--- src/rtl/mmm_pkg.sv ---
// rtl/mmm_pkg.sv - shared types and helpers for the Montgomery multiplier
package mmm_pkg;

    typedef enum logic [1:0] {
        IDLE = 2'd0,
        CALC = 2'd1,
        CORR = 2'd2
    } mmm_state_e;

    // The accumulator carries two guard bits so r_q < 2n plus an addend never overflows
    function automatic int acc_width(input int width);
        return width + 2;
    endfunction

endpackage

--- src/rtl/montgomery_multiplier_if.sv ---
// rtl/montgomery_multiplier_if.sv - operand/result handshake bundle for the Montgomery multiplier
interface montgomery_multiplier_if #(
    parameter int WIDTH = 8
);
    logic             start;
    logic [WIDTH-1:0] a;
    logic [WIDTH-1:0] b;
    logic [WIDTH-1:0] n;
    logic             busy;
    logic             done;
    logic [WIDTH-1:0] result;
    logic             err;

    modport master (output start, a, b, n, input busy, done, result, err);
    modport slave  (input start, a, b, n, output busy, done, result, err);
endinterface

--- src/rtl/mmm_step.sv ---
// rtl/mmm_step.sv - one combinational radix-2 Montgomery iteration
module mmm_step
    import mmm_pkg::*;
#(
    parameter int  WIDTH = 8,
    localparam int ACC_W = acc_width(WIDTH)
) (
    input  logic [ACC_W-1:0] r,
    input  logic             a_bit,
    input  logic [WIDTH-1:0] b,
    input  logic [WIDTH-1:0] n,
    output logic [ACC_W-1:0] r_next
);
    logic [ACC_W-1:0] b_add;
    logic [ACC_W-1:0] n_add;
    logic [ACC_W-1:0] s;
    logic [ACC_W-1:0] t;

    // Add b when the current multiplier bit is set, then add n to make the sum even
    always_comb begin
        b_add = a_bit ? {2'b00, b} : '0;
        n_add = s[0]  ? {2'b00, n} : '0;
    end

    ripple_carry_adder #(.WIDTH(ACC_W)) u_add_b (
        .a   (r),
        .b   (b_add),
        .cin (1'b0),
        .sum (s)
    );

    ripple_carry_adder #(.WIDTH(ACC_W)) u_add_n (
        .a   (s),
        .b   (n_add),
        .cin (1'b0),
        .sum (t)
    );

    // t is even by construction, so the shift is an exact division by two
    assign r_next = t >> 1;
endmodule

--- src/rtl/ripple_carry_adder.sv ---
// rtl/ripple_carry_adder.sv - plain ripple-carry adder, carry-out dropped (callers size it wide enough)
module ripple_carry_adder #(
    parameter int WIDTH = 8
) (
    input  logic [WIDTH-1:0] a,
    input  logic [WIDTH-1:0] b,
    input  logic             cin,
    output logic [WIDTH-1:0] sum
);
    logic [WIDTH-1:0] carry;

    assign carry[0] = cin;

    for (genvar i = 0; i < WIDTH; i++) begin : g_bit
        assign sum[i] = a[i] ^ b[i] ^ carry[i];
        if (i < WIDTH - 1) begin : g_carry
            assign carry[i+1] = (a[i] & b[i]) | (carry[i] & (a[i] ^ b[i]));
        end
    end
endmodule

--- src/rtl/montgomery_multiplier.sv ---
// rtl/montgomery_multiplier.sv - iterative radix-2 Montgomery multiplier; optional MMM_OPERAND_CHECK_EN operand screening
module montgomery_multiplier
    import mmm_pkg::*;
#(
    parameter int WIDTH = 8
) (
    input  logic clk,
    input  logic rst_n,
    montgomery_multiplier_if.slave bus
);
    localparam int ACC_W = acc_width(WIDTH);
    localparam int CNT_W = $clog2(WIDTH + 1);

    mmm_state_e       state_q, state_d;
    logic [WIDTH-1:0] a_q, a_d;
    logic [WIDTH-1:0] b_q, b_d;
    logic [WIDTH-1:0] n_q, n_d;
    logic [ACC_W-1:0] r_q, r_d;
    logic [CNT_W-1:0] cnt_q, cnt_d;
    logic [WIDTH-1:0] result_q, result_d;
    logic             done_q, done_d;
    logic [ACC_W-1:0] r_step;
    logic [ACC_W-1:0] diff;

    mmm_step #(.WIDTH(WIDTH)) u_step (
        .r      (r_q),
        .a_bit  (a_q[0]),
        .b      (b_q),
        .n      (n_q),
        .r_next (r_step)
    );

    // Final conditional subtraction: r_q - n_q as r_q + ~n_q + 1
    ripple_carry_adder #(.WIDTH(ACC_W)) u_sub (
        .a   (r_q),
        .b   (~{2'b00, n_q}),
        .cin (1'b1),
        .sum (diff)
    );

`ifdef MMM_OPERAND_CHECK_EN
    logic err_q, err_d;
    logic bad_operands;

    assign bad_operands = ~bus.n[0] | (bus.a >= bus.n) | (bus.b >= bus.n);
`endif

    // Next-state and datapath control; everything holds unless a state says otherwise
    always_comb begin
        state_d  = state_q;
        a_d      = a_q;
        b_d      = b_q;
        n_d      = n_q;
        r_d      = r_q;
        cnt_d    = cnt_q;
        result_d = result_q;
        done_d   = 1'b0;
`ifdef MMM_OPERAND_CHECK_EN
        err_d    = 1'b0;
`endif
        case (state_q)
            IDLE: begin
                if (bus.start) begin
`ifdef MMM_OPERAND_CHECK_EN
                    if (bad_operands) begin
                        result_d = '0;
                        done_d   = 1'b1;
                        err_d    = 1'b1;
                    end else begin
                        a_d     = bus.a;
                        b_d     = bus.b;
                        n_d     = bus.n;
                        r_d     = '0;
                        cnt_d   = '0;
                        state_d = CALC;
                    end
`else
                    a_d     = bus.a;
                    b_d     = bus.b;
                    n_d     = bus.n;
                    r_d     = '0;
                    cnt_d   = '0;
                    state_d = CALC;
`endif
                end
            end
            CALC: begin
                r_d   = r_step;
                a_d   = a_q >> 1;
                cnt_d = cnt_q + CNT_W'(1);
                if (cnt_q == CNT_W'(WIDTH - 1)) begin
                    state_d = CORR;
                end
            end
            CORR: begin
                // A set sign bit means r_q < n, so r_q is already reduced
                result_d = WIDTH'(diff[ACC_W-1] ? r_q : diff);
                done_d   = 1'b1;
                state_d  = IDLE;
            end
            default: state_d = IDLE;
        endcase
    end

    // State and datapath registers
    always_ff @(posedge clk or negedge rst_n) begin
        if (!rst_n) begin
            state_q  <= IDLE;
            a_q      <= '0;
            b_q      <= '0;
            n_q      <= '0;
            r_q      <= '0;
            cnt_q    <= '0;
            result_q <= '0;
            done_q   <= 1'b0;
        end else begin
            state_q  <= state_d;
            a_q      <= a_d;
            b_q      <= b_d;
            n_q      <= n_d;
            r_q      <= r_d;
            cnt_q    <= cnt_d;
            result_q <= result_d;
            done_q   <= done_d;
        end
    end

`ifdef MMM_OPERAND_CHECK_EN
    // Error flag travels with done
    always_ff @(posedge clk or negedge rst_n) begin
        if (!rst_n) begin
            err_q <= 1'b0;
        end else begin
            err_q <= err_d;
        end
    end

    assign bus.err = err_q;
`else
    assign bus.err = 1'b0;
`endif

    assign bus.busy   = (state_q != IDLE);
    assign bus.done   = done_q;
    assign bus.result = result_q;
endmodule
--- src/flat_wrapper.sv ---
// flat-port wrapper written by rule: the top's interface ports become plain ports
module montgomery_multiplier_flat import mmm_pkg::*;
#(
    parameter int WIDTH = 8
)
  (clk, rst_n, bus_start, bus_a, bus_b, bus_n, bus_busy, bus_done, bus_result, bus_err);
  montgomery_multiplier_if #(.WIDTH(WIDTH)) bus_i ();
  input  logic clk;
  input  logic rst_n;
  input wire logic [$bits(bus_i.start)-1:0] bus_start;
  input wire logic [$bits(bus_i.a)-1:0] bus_a;
  input wire logic [$bits(bus_i.b)-1:0] bus_b;
  input wire logic [$bits(bus_i.n)-1:0] bus_n;
  output wire logic [$bits(bus_i.busy)-1:0] bus_busy;
  output wire logic [$bits(bus_i.done)-1:0] bus_done;
  output wire logic [$bits(bus_i.result)-1:0] bus_result;
  output wire logic [$bits(bus_i.err)-1:0] bus_err;
  assign bus_i.start = bus_start;
  assign bus_i.a = bus_a;
  assign bus_i.b = bus_b;
  assign bus_i.n = bus_n;
  assign bus_busy = bus_i.busy;
  assign bus_done = bus_i.done;
  assign bus_result = bus_i.result;
  assign bus_err = bus_i.err;
  montgomery_multiplier #(.WIDTH(WIDTH)) u_core (.clk(clk), .rst_n(rst_n), .bus(bus_i));
endmodule
--- config.mk ---
export PLATFORM = sky130hd
export DESIGN_NAME = montgomery_multiplier_flat
export DESIGN_NICKNAME = d
export VERILOG_FILES = /design/src/rtl/mmm_pkg.sv /design/src/rtl/montgomery_multiplier_if.sv /design/src/rtl/mmm_step.sv /design/src/rtl/ripple_carry_adder.sv /design/src/rtl/montgomery_multiplier.sv /design/src/flat_wrapper.sv
export SDC_FILE = /design/constraint.sdc
export NUM_CORES = 1
export LEC_CHECK = 0
export ABC_AREA = 1
export CAP_MARGIN = 20
export CORE_ASPECT_RATIO = 0.6
export CORE_MARGIN = 2
export CORE_UTILIZATION = 55
export DETAILED_ROUTE_END_ITERATION = 7
export HOLD_SLACK_MARGIN = 0.08
export PLACE_DENSITY = 0.8
export SYNTH_ARGS = -nofsm -noshare
export SYNTH_HDL_FRONTEND = slang
export SYNTH_SLANG_ARGS = --single-unit
--- constraint.sdc ---
create_clock -name clk -period 7.1 [get_ports clk]
set_clock_uncertainty 0.15 [all_clocks]
set_input_delay 1.065 -clock clk [delete_from_list [all_inputs] [get_ports clk]]
set_output_delay 1.065 -clock clk [all_outputs]
set_load 0.005 [all_outputs]
### Yosys cells after proc, flatten, opt, wreduce, memory -nomap -nowiden

Cells that the tools add are included.

* word-level logic and storage cells: 166
* register bits after elaboration: 49
* bits of input ports: 27

* multiplexer cells: 13
* reduce and logical (&&, ||, !) cells: 6
* add/sub/neg operators: 1
* bitwise logic cells: 133
* equality and inequality tests: 5

Operators with widths (number)
* $xor 1x1->1: 51
* $and 1x1->1: 49
* $mux 8: 4
* $or 1x1->1: 25
* $pmux 10 s2: 1
* $pmux 8 s2: 1
* $mux 10: 1
* $not 8->10: 1
* $pmux 4 s2: 1
* $reduce_and 2->1: 3
* $add 4x1->4 const B: 1
* $eq 4x3->1 const B: 1
* $mux 2: 2
* $mux 4: 1
* $pmux 2 s2: 1
* $reduce_bool 2->1: 2
* $xor 1x1->1 const B: 4
* $and 1x1->1 const B: 2
* $eq 2x1->1 const B: 1
* $eq 2x2->1 const B: 1
* $logic_not 2->1: 1
* $ne 2x1->1 const B: 1
* $ne 2x2->1 const B: 1
* $mux 1: 1
* $not 1->1: 1

### Depth between registers and ports, before layout

* depth in word-level cells: 22
* depth in mapped cells: 19

### Hierarchy

From an unflattened synthesis, not the netlist that was laid out.

* cells, all modules: 349
* area total of the unflattened synthesis: 2932.8 µm²

Modules (own cells, without submodules)
* montgomery_multiplier: area each 2074.5 µm², sequential area each 1226.2 µm², times used 1, cells each 241
* ripple_carry_adder: area each 239.0 µm², sequential area each 0.0 µm², times used 3, cells each 24
* mmm_step: area each 141.4 µm², sequential area each 0.0 µm², times used 1, cells each 36

### Worst setup path before layout

OpenSTA, ideal clock, no wires.

* path kind: register -> register
* start point: register u_core.a_q[0]
* end point: register u_core.r_q[7]
* setup slack: 2183 ps
* clock period less this slack: 4917 ps
* stages on the path, launching flop included: 20
* setup time: 117 ps
* buffers on the path: 1
* arrival: 4650 ps
* data required time: 6833 ps
* cells stage by stage: dfrtp_1 -> clkbuf_1 -> nand2_1 -> inv_1 -> ha_1 -> inv_1 -> fa_1 -> fa_1 -> fa_1 -> fa_1 -> fa_1 -> fa_1 -> inv_1 -> fa_1 -> inv_1 -> fa_1 -> inv_1 -> fa_1 -> nand2_1 -> nand2_1

* cells in the longest elaborated chain, start to end: 20
* elaborated cells between the ends (all ways): 72
* those cells by class: mux (3); bitwise (69)

RTL lines
* start: declaration: RTL line montgomery_multiplier.sv:15 `logic [WIDTH-1:0] a_q, a_d;`
* start signal: assignment: RTL line montgomery_multiplier.sv:109 `a_q <= '0;`
* start signal: assignment: RTL line montgomery_multiplier.sv:118 `a_q <= a_d;`
* $mux 8 *: RTL line mmm_step.sv:21 `b_add = a_bit ? {2'b00, b} : '0;`
* $and 1x1->1 (tied with other cells) (2 in a row): RTL line ripple_carry_adder.sv:17 `assign carry[i+1] = (a[i] & b[i]) | (carry[i] & (a[i] ^ b[i]));`
* $or 1x1->1 (tied with other cells): RTL line ripple_carry_adder.sv:17
* $and 1x1->1 / $xor 1x1->1 (equally long branches): RTL line ripple_carry_adder.sv:17, ripple_carry_adder.sv:15
* $or 1x1->1 / $xor 1x1->1 (equally long branches): RTL line ripple_carry_adder.sv:17
* $and 1x1->1 / $xor 1x1->1 (equally long branches): RTL line ripple_carry_adder.sv:17, ripple_carry_adder.sv:15
* $or 1x1->1 / $xor 1x1->1 (equally long branches): RTL line ripple_carry_adder.sv:17
* $and 1x1->1 / $xor 1x1->1 (equally long branches): RTL line ripple_carry_adder.sv:17, ripple_carry_adder.sv:15
* [3 not listed]
* $and 1x1->1 / $xor 1x1->1 (equally long branches): RTL line ripple_carry_adder.sv:17, ripple_carry_adder.sv:15
* $or 1x1->1 / $xor 1x1->1 (equally long branches): RTL line ripple_carry_adder.sv:17
* $and 1x1->1 / $xor 1x1->1 (equally long branches): RTL line ripple_carry_adder.sv:17, ripple_carry_adder.sv:15
* $or 1x1->1 / $xor 1x1->1 (equally long branches): RTL line ripple_carry_adder.sv:17
* $xor 1x1->1 / $and 1x1->1 (equally long branches): RTL line ripple_carry_adder.sv:15, ripple_carry_adder.sv:17
* $xor 1x1->1 / $or 1x1->1 (equally long branches): RTL line ripple_carry_adder.sv:15, ripple_carry_adder.sv:17
* $xor 1x1->1 *: RTL line ripple_carry_adder.sv:15 `assign sum[i] = a[i] ^ b[i] ^ carry[i];`
* $pmux 10 s2 *: RTL line montgomery_multiplier.sv:61 `case (state_q)`
* end signal: assignment: RTL line montgomery_multiplier.sv:121 `r_q <= r_d;`
* end: declaration: RTL line montgomery_multiplier.sv:18 `logic [ACC_W-1:0] r_q, r_d;`

Mark *: on every way between the ends. The rest lies on a longest branch, timed or not.
A chain may end at the register's enable or synchronous reset.

### Worst setup path after layout

Same ends and word-level chain as after synthesis.

==> flow_summary.yaml <==
run_status:
  status: "completed"
logic_synthesis:
  synth_warnings: 0
  ys_seq_area_share_pct: 44.3
  synth_top_area_share_pct: 44.3
  syn_area_sq_um: 2710
  synthCells: 312
  synth.area.top_cells: "dfrtp_1 44%, nand2_1 18%, fa_1 16%"
  ys_seq_elements: 48
  synthesis.nets: 364
  synth_top_area_cell: "dfrtp_1"
  synth.avg_cell_area_sq_um: 8.69
  synth_cell_types: 23
pwr:
  p_per_area_nw_per_um2: 409
  p_leak_nw: 1.68
  power_frac_clock_pct: 12.8
  power_frac_comb_pct: 50.2
  switchingPower_w: 0.000571
  ir_drop_mv: 0.238
  p_sw_share_pct: 43.7
  p_seq_share_pct: 36.9
  p_int_w: 0.000735
timing:
  final-max-slew-violation-count: 0
  max_slew_margin_pct: 38.5
  tightest_slew_ns: 0.922
  fin_ws_ns: 2.09
  fmax_ghz: 0.200
  tns_ns: 0
  finalCriticalPeriod_ns: 5.01
  hold_viol_final: 0
  finalCritPeriodShare_pct: 70.6
  setup_viol: 0
  rsz0062_at_grt: "no"
route:
  first_iter_violations: 77
  ant_nets: 0
  routed_wl_um: 5240
  vias: 2077
  wire_per_inst_um: 12.8
  via_per_inst: 5.08
  drtPass1Iterations: 5
  drc: 0
setup_path:
  critPathMaxFanout: 9
  endpoint: "u_core.r_q[7]"
  reg2reg_from: "u_core.a_q[0]"
  worstPathArrival_ns: 5.06
  reg2reg_depth: 18
  crit_path_frequent_cell: "fa_1"
  required_ns: 7.15
  crit_path_top_delay_cell: "fa_1"
  path_class: "reg -> reg"
  cpPeakStageDelay_ns: 0.51
  start_kind: "flip-flop"
  crit_start: "u_core.a_q[0]"
  rrSetupSlack_ns: 2.09
  crit_chain: "nand2_1 -> inv_1 -> ha_1 -> inv_1 -> fa_1 -> fa_1 -> fa_1 -> fa_1 -> fa_1 -> fa_1 -> inv_1 -> fa_1 -> inv_1 -> fa_1 -> inv_1 -> fa_1 -> nand2_1 -> nand2_1"
  worstReg2RegEnd: "u_core.r_q[7]"
  critPathCaptureType: "flip-flop"
cells_and_area:
  drive_gt1_share_pct: 5.49
  fin_nets: 397
  syn2layout_area_growth_pct: 17.8
  antennaDiodeCount: 0
clock_tree:
  clk_path_buf_depth: 2
  post_cts_buffers: 0
  cts-resized-gates: 0
  cts_buffers: 5
  root_buffer: "clkbuf_8"
  cts-htree-levels: 2
  clock_latency_ns: 0.30
  hold_buffers: 0
  cts_sinks: 48
  cts_tree: "built"
  clk_pin_slew_worst_paths_ns: 0.09
grt:
  grt_pass1_wl_um: 9380
  track_usage_pct: 22.1
  grt_pass1_vias: 2083
  grt_antenna_before_repair: 0
  grt_max_degree: 49
  grt_overflow: 0
placement:
  gp_congestion: 0.805
  dp_hpwl_um: 3990
  preCtsSetupSlack_ns: 2.07
  port_buffers: 36
floorplanning:
  initial_utilization_pct: 58.2
  chipWidth_um: 94.6
  rows: 19
  die_h_um: 58.4
  design.die.area_sq_um: 5530
  core_area_sq_um: 4660
  num_io_pins: 38
hold_path:
  hp-class: "reg -> reg"
  hold_depth: 2
  min_from: "u_core.r_q[4]"
job:
  cap_viol_max_count: 0
cells in the mapped netlist:
cell      count
a21oi_1       2
buf_1         2
buf_2         4
buf_4         2
buf_6         2
clkbuf_1      2
conb_1        1
dfrtp_1      48
fa_1         22
ha_1          3
inv_1        40
inv_6         1
nand2_1     128
nand2_4       2
nand3_1      39
nand3_2       1
nand4_1       1
nor2_1        4
nor2_4        2
nor3_1        1
o21ai_0       3
o21ai_2       1
or2_2         1
state kept, by name, summed over array words and instances, names as in the netlist:
name	flops
u_core.n_q	8
u_core.state_q	2
u_core.bus.result	8
u_core.cnt_q	4
u_core.b_q	8
u_core.bus.done	1
u_core.r_q	9
u_core.a_q	8
area by class of cell:
type	instances	area, sq um
flip-flops and latches	48	1200
multi-input cells	211	1280
fillers	402	1470
clock inverters	2	10.0
inverters	41	159
clock buffers	6	82.6
well taps	63	78.8
repair buffers	38	383
per-layer routing:
metal  routed length, um  part of all wire, %  GRT usage [%]
met5                   0                    0              0
met4                  38                 0.73           4.97
met3                 324                  6.2           4.61
met2                2350                   45           36.2
met1                2520                   48           31.3
through the flow:
step | area [sq um] | util, % | power, W | cells | hold WS, ns
2_1_floorplan | 2710 | - | 0.000970 | 312 | 0.292
4_1_cts | 3170 | 68.1 | 0.00132 | 408 | 0.330
3_5_place_dp | 3080 | 66.1 | 0.00115 | 400 | 0.309
5_1_grt | 3190 | 68.5 | 0.00148 | 409 | 0.354
3_3_place_gp | 3080 | 66.1 | 0.00112 | 400 | 0.305
6_report | 3190 | 68.5 | 0.00131 | 409 | 0.328
critical path, delay by kind of cell, from the launching register on:
| family | cells | cell delay [ns] |
|---|---|---|
| flops | 1 | 0.50 |
| fa+ha+maj | 10 | 3.75 |
| simple gates | 3 | 0.21 |
| buf+inv | 5 | 0.31 |
how the worst min path moves through the flow:
stage	to	slack [ns]
global route	u_core.bus.result[4]	0.35
detailed placement	u_core.r_q[4]	0.31
floorplan	u_core.b_q[7]	0.29
finish	u_core.r_q[4]	0.33
CTS	u_core.r_q[4]	0.33
global placement	u_core.r_q[2]	0.30
cells by family after synthesis:
| group | synth area share [%] |
|---|---|
| other cells | 0.138 |
| buf+inv | 8.54 |
| simple gates | 28.1 |
| flops | 44.3 |
| fa+ha+maj | 17.6 |
| compound gates | 1.25 |
cells in the final DEF (no fill, tap or decap), types with 3 or more instances in the layout:
cell type	n
fa_1	22
nand3_1	39
nor2_1	4
ha_1	3
inv_1	40
clkbuf_8	6
nand2_1	128
dfrtp_1	48
clkdlybuf4s50_1	35
o21ai_0	3
power groups by stage:
stage	Combinational (W)	Clock (W)	Sequential, W
finish	0.000656	0.000168	0.000482
global route	0.000798	0.000186	0.000496
CTS	0.000670	0.000171	0.000481
detailed placement	0.000669	0	0.000486
global placement	0.000637	0	0.000480
floorplan	0.000513	0	0.000457
Note: power is estimated with default switching activity, not from simulation.
